File: config.mk
export PLATFORM = sky130hd
export DESIGN_NAME = if_fetch
export DESIGN_NICKNAME = d
export VERILOG_FILES = /design/src/rtl/if_fetch.sv
export SDC_FILE = /design/constraint.sdc
export NUM_CORES = 1
export LEC_CHECK = 0
export ABC_AREA = 1
export CAP_MARGIN = 40
export CORE_AREA = 5 5 128 130
export DETAILED_ROUTE_END_ITERATION = 10
export DIE_AREA = 0 0 133 135
export MAX_ROUTING_LAYER = met4
export PLACE_DENSITY = 0.82
export SLEW_MARGIN = 25
export SYNTH_ARGS = -nofsm -noshare
export SYNTH_HDL_FRONTEND = slang
export SYNTH_SLANG_ARGS = --single-unit
File: constraint.sdc
create_clock -name clk -period 6.18 [get_ports clk]
set_input_delay 1.236 -clock clk [delete_from_list [all_inputs] [get_ports clk]]
set_output_delay 1.236 -clock clk [all_outputs]
set_load 0.01 [all_outputs]
File: src/rtl/if_fetch.sv
// Instruction-fetch stage: single-outstanding memory reads, a small instruction
// FIFO towards decode, PC back-pressure and jump flush.
module if_fetch #(
  parameter int          DEPTH    = 2,
  parameter logic [31:0] NOP_INST = 32'h00000013
) (
  input  logic        clk,
  input  logic        rst,
  input  logic [31:0] pc_i,
  input  logic        jump_flag_i,
  input  logic [2:0]  hold_flag_i,
  output logic        pc_hold_req_o,
  output logic        mem_req_o,
  output logic [31:0] mem_addr_o,
  input  logic        mem_rvalid_i,
  input  logic [31:0] mem_rdata_i,
  output logic        inst_valid_o,
  output logic [31:0] inst_o,
  output logic [31:0] inst_addr_o,
  input  logic        id_ready_i
);

  localparam int PW = (DEPTH > 1) ? $clog2(DEPTH) : 1;
  localparam int CW = PW + 1;

  typedef enum logic [1:0] {IDLE, WAIT, DROP} state_t;

  state_t         state, state_next;
  logic [31:0]    req_addr;
  logic [31:0]    fifo_inst [DEPTH];
  logic [31:0]    fifo_addr [DEPTH];
  logic [PW-1:0]  wr_ptr, rd_ptr;
  logic [CW-1:0]  count, occ_next;
  logic           push, pop, stall, issue;

  assign inst_valid_o = (count != '0);
  assign pop          = inst_valid_o & id_ready_i;
  assign push         = (state == WAIT) & mem_rvalid_i & ~jump_flag_i;
  assign occ_next     = count + CW'(push) - CW'(pop);
  assign stall        = (hold_flag_i >= 3'b010);

  // A response arriving this cycle frees the single slot, so a new request can
  // go out in the same cycle (back-to-back fetch with 1-cycle memory).
  assign issue = rst & ~jump_flag_i & ~stall
               & ((state == IDLE) | mem_rvalid_i)
               & (occ_next < CW'(DEPTH));

  assign mem_req_o     = issue;
  assign mem_addr_o    = pc_i;
  assign pc_hold_req_o = ~issue & ~jump_flag_i;

  assign inst_o      = inst_valid_o ? fifo_inst[rd_ptr] : NOP_INST;
  assign inst_addr_o = inst_valid_o ? fifo_addr[rd_ptr] : '0;

  always_comb begin
    state_next = state;
    if (jump_flag_i) begin
      // An in-flight request with no response yet must have its data discarded.
      if ((state == WAIT || state == DROP) && !mem_rvalid_i) state_next = DROP;
      else                                                    state_next = IDLE;
    end else if (issue) begin
      state_next = WAIT;
    end else if (mem_rvalid_i && (state == WAIT || state == DROP)) begin
      state_next = IDLE;
    end
  end

  always_ff @(posedge clk) begin
    if (!rst) begin
      state    <= IDLE;
      req_addr <= '0;
      count    <= '0;
      wr_ptr   <= '0;
      rd_ptr   <= '0;
    end else begin
      state <= state_next;
      if (issue) req_addr <= pc_i;
      if (jump_flag_i) begin
        count  <= '0;
        wr_ptr <= '0;
        rd_ptr <= '0;
      end else begin
        if (push) wr_ptr <= wr_ptr + PW'(1);
        if (pop)  rd_ptr <= rd_ptr + PW'(1);
        count <= occ_next;
      end
    end
  end

  always_ff @(posedge clk) begin
    if (rst && push) begin
      fifo_inst[wr_ptr] <= mem_rdata_i;
      fifo_addr[wr_ptr] <= req_addr;
    end
  end

endmodule

==> qor.yml, run 1 <==
clock_network:
  cts_tree: "yes"
  clkSinkCount: 167
  clk_pin_slew_worst_paths_ns: 0.06
  cts_resized: 0
  cts-root-buf: "clkbuf_16"
  insertion_delay_ns: 0.41
  clockBufferDepth: 2
  cts_buffers: 17
  htree_levels: 4
  postCtsSetupRepairBufs: 0
  ctsHoldBuffers: 0
drt:
  drt_wl_total_um: 14290
  avgViaCountPerCell: 4.820
  ant_nets: 0
  drc_errors: 0
  drt_iter0_drc: 176
  firstDrtPassIters: 4
  via_count: 4362
  wl_per_cell_um: 15.79
pwr:
  switchingPower_w: 0.0004662
  clock_power_share_pct: 44.4
  comb_power_share_pct: 5.1
  p_total_w: 0.002419
  netSwitchingFraction_pct: 19.27
  p_leak_nw: 3.101
  p_per_area_mw_per_mm2: 276.6
  power.internal_w: 0.001953
  peakVddDrop_mv: 0.1887
  power_frac_seq_pct: 50.5
job:
  cap_violations: 0
synth:
  synth_compound_area_share_pct: 7.583
  synth-xor-area-share_pct: 0
  yosysSeqAreaShare_pct: 71.13
  synthSimpleGateAreaFrac_pct: 13.49
  synth_nets: 646
  netlist_instances: 570
  synth.area.top_cells: "edfxtp_1 59%, dfxtp_1 12%, nand2_1 8.1%, a21oi_1 4.9%, nor2_1 4.3%"
  yosysWarnings: 0
  syn_area_mm2: 0.006501
  synth_top_area_share_pct: 59.12
  synth_top_family_by_area: "simple AND/OR/NAND/NOR gates"
  ys_types: 22
  synth_area_leader_cell: "edfxtp_1"
  synthAdderAreaFrac_pct: 0.7698
  muxShareOfSynthArea_pct: 0
  avgSynthCellArea_um2: 11.41
  ys_seq_elements: 167
min_path:
  hp-start: "rd_ptr"
  min_path_cells: 1
  hp-class: "reg2reg"
floorplanning:
  initial_core_util_pct: 43.25
  ios: 171
  core_mm2: 0.01503
  die_h_um: 135
  die_x_um: 133
  rows: 45
  dieArea_mm2: 0.01796
setup_path:
  worst_r2r_path_depth: 17
  cp_slowest_stage_delay_ns: 0.55
  cp_top_family: "buffers and inverters"
  r2r_end: "req_addr[6]"
  critPathCaptureType: "output pin"
  path_buf_inv: 6
  r2r_slack_ns: 3.54
  crit_fanout: 35
  critPathSlowestCell: "clkdlybuf4s50_1"
  critPathLaunchType: "input port"
  crit_chain: "clkdlybuf4s50_1 -> nand2_1 -> inv_1 -> nand2_1 -> ha_1 -> inv_1 -> ha_1 -> inv_1 -> nand2_1 -> nand2_1 -> nand2_1 -> nand2_1 -> nand2_4 -> clkinv_4 -> nor2_1 -> clkdlybuf4s50_1"
  crit_required_ns: 4.94
  crit_type: "in2out"
  crit_top_cell: "nand2_1"
  r2r_start: "state[1]"
  worst_ep_arrival_time_ns: 4.25
placement:
  portBuffers: 169
  routabilityCongestion: 0.7446
  hpwlAfterDp_um: 8891
timing:
  post-route-period-util_pct: 88.78
  hold_viol: 0
  maxSlewViolCount: 0
  max_slew_margin_pct: 50.92
  worst_clock_skew_ns: 0.007233
  fmax_mhz: 182.3
  tns_ns: 0
  min_period_ns: 5.487
  tightest_slew_ns: 0.7362
  rsz0062_at_grt: "false"
  setup_viol: 0
global_routing:
  antenna_found_initial: 0
  grt_pass1_vias: 4390
  grt_max_degree: 65
  grt_overflow_total: 0
  grt_pass1_wl_um: 22250
  grt_use_total_pct: 16.45
finish:
  area_delta_synth_final_pct: 34.55
  antenna_cells: 0
  nNetsFinal: 780
  drive_gt1_share_pct: 6.834
outcome:
  status: "finished clean"
[worst max path at each step]
stage | start | endpoint | slack [ns] | cells past startpoint
2_1_floorplan | rst | fifo_addr[1][0] | 1.53 | 4
3_3_place_gp | mem_rvalid_i | pc_hold_req_o | 0.75 | 16
3_5_place_dp | mem_rvalid_i | pc_hold_req_o | 0.66 | 16
4_1_cts | mem_rvalid_i | pc_hold_req_o | 0.65 | 16
5_1_grt | mem_rvalid_i | pc_hold_req_o | 0.43 | 16
6_report | mem_rvalid_i | pc_hold_req_o | 0.69 | 16
[cells in the final DEF, fill, tap and decap left out, drive strengths merged, types with 2 or more instances in the layout]
cell / synthesis / routed
clkdlybuf4s50: 0 / 169
nand2: 142 / 142
edfxtp: 128 / 128
nor2: 77 / 77
a21oi: 64 / 64
dfxtp: 39 / 39
o21ai: 33 / 33
clkbuf: 15 / 24
inv: 15 / 18
buf: 45 / 6
nand3: 5 / 5
ha: 4 / 4
clkinv: 1 / 3
bufinv: 0 / 2
[per-stage QoR]
step / hold slack, ns / utilization, % / cell area [um2] / worst slack (ns) / cells
6_report: 0.4499 / 58.19 / 8747 / 0.6934 / 905
2_1_floorplan: 0.4263 / - / 6506 / 1.527 / 570
3_5_place_dp: 0.4385 / 54.07 / 8128 / 0.6605 / 873
4_1_cts: 0.4507 / 58.19 / 8747 / 0.6535 / 905
5_1_grt: 0.4666 / 58.19 / 8747 / 0.4327 / 905
3_3_place_gp: 0.4299 / 53.97 / 8114 / 0.7522 / 872
[per-layer routing]
layer  share of wire, %  global-route usage, %  vias up
met4               0.78                  4.388        0
met5                  0                      -        -
met1                 42                  18.19     2058
li1                   -                      -     2175
met2                 51                  28.75      119
met3                6.0                  5.328       10
[state kept, by name, indices dropped and copies added, names as in the netlist, named ones only]
name	cells
req_addr	32
rd_ptr	1
fifo_addr	64
state	2
wr_ptr	1
fifo_inst	64
count	2
[power by group through the flow]
stage          clock network (W)  logic (W)  registers [W]
3_5_place_dp                   0   0.000124        0.00125
4_1_cts                  0.00110   0.000125        0.00122
5_1_grt                  0.00115   0.000134        0.00122
2_1_floorplan                  0  0.0000533        0.00124
3_3_place_gp                   0   0.000121        0.00124
6_report                 0.00108   0.000123        0.00122
[synth_stat cells]
cell type,n
clkbuf_1,15
inv_1,12
ha_1,4
buf_4,32
nor3_1,1
nand3_1,5
o21ai_1,9
edfxtp_1,128
nor2_4,2
buf_1,6
o21ai_0,24
inv_2,3
nand2_1,140
buf_6,6
a21oi_1,64
nand2_2,1
dfxtp_1,39
nor2_1,75
buf_2,1
nand2_4,1
clkinv_4,1
o31ai_1,1
[cell type report]
class	instances	area, um2
Fill cell	1237	6286
Sequential cell	167	4626
Timing Repair Buffer	175	1753
Multi-Input combinational cell	327	1446
Clock buffer	24	511.7
Tap cell	188	235.2
Clock inverter	8	107.6
Inverter	16	67.56
[logic make-up (layout without fill, tap and decap cells)]
kind of cell    Yosys count  after routing
fa+ha+maj                 4              4
buf+inv                  76            223
flops                   167            167
compound gates           98             98
simple gates            225            225
Power figures use the tool's default switching activity.
==> run 2, diff against run 1 <==
--- a/config.mk
+++ b/config.mk
@@ -8,6 +8,7 @@
 export ABC_AREA = 1
 export CAP_MARGIN = 40
 export CORE_AREA = 5 5 128 130
+export CTS_BUF_LIST = sky130_fd_sc_hd__clkbuf_16
 export DETAILED_ROUTE_END_ITERATION = 10
 export DIE_AREA = 0 0 133 135
 export MAX_ROUTING_LAYER = met4
==> qor.yml, run 2 (synthesis results as in run 1) <==
finish:
  antenna_cells: 0  # unchanged
  stdcell_count: 905  # unchanged
  drive_gt1_share_pct: 5.997  # -0.84 points
  fin_area_mm2: 0.008687  # -0.69%
  reg_top3: "fifo_addr (64), fifo_inst (64), req_addr (32)"
  area_delta_synth_final_pct: 33.62
  final_common_cell: "clkdlybuf4s50_1"
  layout_common_cells: "169 x clkdlybuf4s50_1, 140 x nand2_1, 128 x edfxtp_1"
  nNetsFinal: 780  # unchanged
timing:
  hold_viol: 0  # unchanged
  max_slew_margin_pct: 51.75  # +0.84 points
  setup_viol: 0  # unchanged
  tightest_slew_ns: 0.7220  # -0.01425 ns
  fmax_mhz: 182.2  # about the same
  setup_ws_ns: 0.6909  # -0.002485 ns
  tns_ns: 0  # unchanged
  min_period_ns: 5.489  # +0.002485 ns
  rsz0062_at_grt: "false"
  maxSlewViolCount: 0  # unchanged
  worst_clock_skew_ns: 0.005513  # -0.001720 ns
  post-route-period-util_pct: 88.82  # about the same
clock_network:
  htree_levels: 4  # unchanged
  clockBufferDepth: 2  # unchanged
  ctsHoldBuffers: 0  # unchanged
  cts-root-buf: "clkbuf_16"
  insertion_delay_ns: 0.41  # about the same
  cts_resized: 0  # unchanged
  clk_pin_slew_worst_paths_ns: 0.06  # about the same
  postCtsSetupRepairBufs: 0  # unchanged
  cts_tree: "yes"
  cts_buffers: 17  # unchanged
  clkSinkCount: 167  # unchanged
floorplanning:
  initial_core_util_pct: 43.25  # unchanged
  rows: 45  # unchanged
  ios: 171  # unchanged
  die_x_um: 133  # unchanged
  core_mm2: 0.01503  # unchanged
  die_h_um: 135  # unchanged
  dieArea_mm2: 0.01796  # unchanged
drt:
  via_count: 4328  # -0.78%
  avgViaCountPerCell: 4.782  # -0.78%
  wl_per_cell_um: 15.61  # -1.2%
  firstDrtPassIters: 4  # unchanged
  drt_iter0_drc: 161  # -8.5%
  drc_errors: 0  # unchanged
  drt_wl_total_um: 14120  # -1.2%
  ant_nets: 0  # unchanged
global_routing:
  grt_max_degree: 65  # unchanged
  grt_overflow_total: 0  # unchanged
  grt_pass1_vias: 4355  # -0.80%
  grt_pass1_wl_um: 22040  # -0.93%
  antenna_found_initial: 0  # unchanged
  grt_use_total_pct: 16.34  # -0.11 points
setup_path:
  worst_ep_arrival_time_ns: 4.25  # about the same
  cp_slowest_stage_delay_ns: 0.55  # about the same
  path_buf_inv: 6  # unchanged
  critPathCaptureType: "output pin"
  cp_top_family: "buffers and inverters"
  crit_chain: "clkdlybuf4s50_1 -> nand2_1 -> inv_1 -> nand2_1 -> ha_1 -> inv_1 -> ha_1 -> inv_1 -> nand2_1 -> nand2_1 -> nand2_1 -> nand2_1 -> nand2_4 -> clkinv_4 -> nor2_1 -> clkdlybuf4s50_1"
  critPathLaunchType: "input port"
  crit_top_cell: "nand2_1"
  critPathSlowestCell: "clkdlybuf4s50_1"
  crit_type: "in2out"
  crit_required_ns: 4.94  # about the same
  crit_fanout: 35  # unchanged
  r2r_slack_ns: 3.54  # about the same
job:
  cap_violations: 0  # unchanged
pwr:
  peakVddDrop_mv: 0.1902  # +0.79%
  p_leak_nw: 3.072  # -0.95%
  p_per_area_mw_per_mm2: 269.3  # -2.6%
placement:
  dp_slack_ns: 0.6605  # unchanged
  hpwlAfterDp_um: 8891  # unchanged
  dpl.cell_count: 873  # unchanged
  placed_area_mm2: 0.008128  # unchanged
  portBuffers: 169  # unchanged
  routabilityCongestion: 0.7446  # unchanged
min_path:
  hp-class: "reg2reg"
outcome:
  status: "finished clean"
run 2: worst register-to-register path: cells and delay by family (launching register included):
| family | cells | cell delay [ns] |
|---|---|---|
| flops | 1 | 0.29 |
| simple gates | 9 | 1.03 |
| fa+ha+maj | 3 | 0.59 |
| buf+inv | 5 | 0.63 |
run 2: metrics by stage:
step | hold WS (ns) | util [%] | power (W)
after floorplan | 0.4263 | - | 0.001297
after global placement | 0.4299 | 53.97 | 0.001365
after detailed placement | 0.4385 | 54.07 | 0.001369
after CTS | 0.4511 | 57.79 | 0.002365
after global routing | 0.4640 | 57.79 | 0.002425
final | 0.4520 | 57.79 | 0.002339
run 2: layout make-up:
class                           count  area, um2
Clock buffer                       17      425.4
Clock inverter                     15      133.9
Fill cell                        1250       6346
Inverter                           16      67.56
Multi-Input combinational cell    327       1446
Sequential cell                   167       4626
Tap cell                          188      235.2
Timing Repair Buffer              175       1753
run 2: final timing paths:
check / start / to / depth (start not counted)
worst max-delay path: mem_rvalid_i / pc_hold_req_o / 16
worst min-delay path: rd_ptr / flip-flop / 1
worst max register to register: state[1] / req_addr[6] / 17
worst min register to register: rd_ptr / flip-flop / 1
run 2: per-layer routing:
| layer | wire length (um) | track usage (%) | vias to the layer above |
|---|---|---|---|
| li1 | - | - | 2183 |
| met1 | 5836 | 18.37 | 2017 |
| met4 | 133 | 5.081 | 0 |
| met5 | 0 | - | - |
| met3 | 846 | 4.769 | 10 |
| met2 | 7306 | 28.24 | 118 |
run 2: report_power, final:
part | switching [W] | internal, W
sequential | 0.00000632 | 0.00121
combinational | 0.0000491 | 0.0000737
clock | 0.000407 | 0.000588
total | 0.000463 | 0.00188
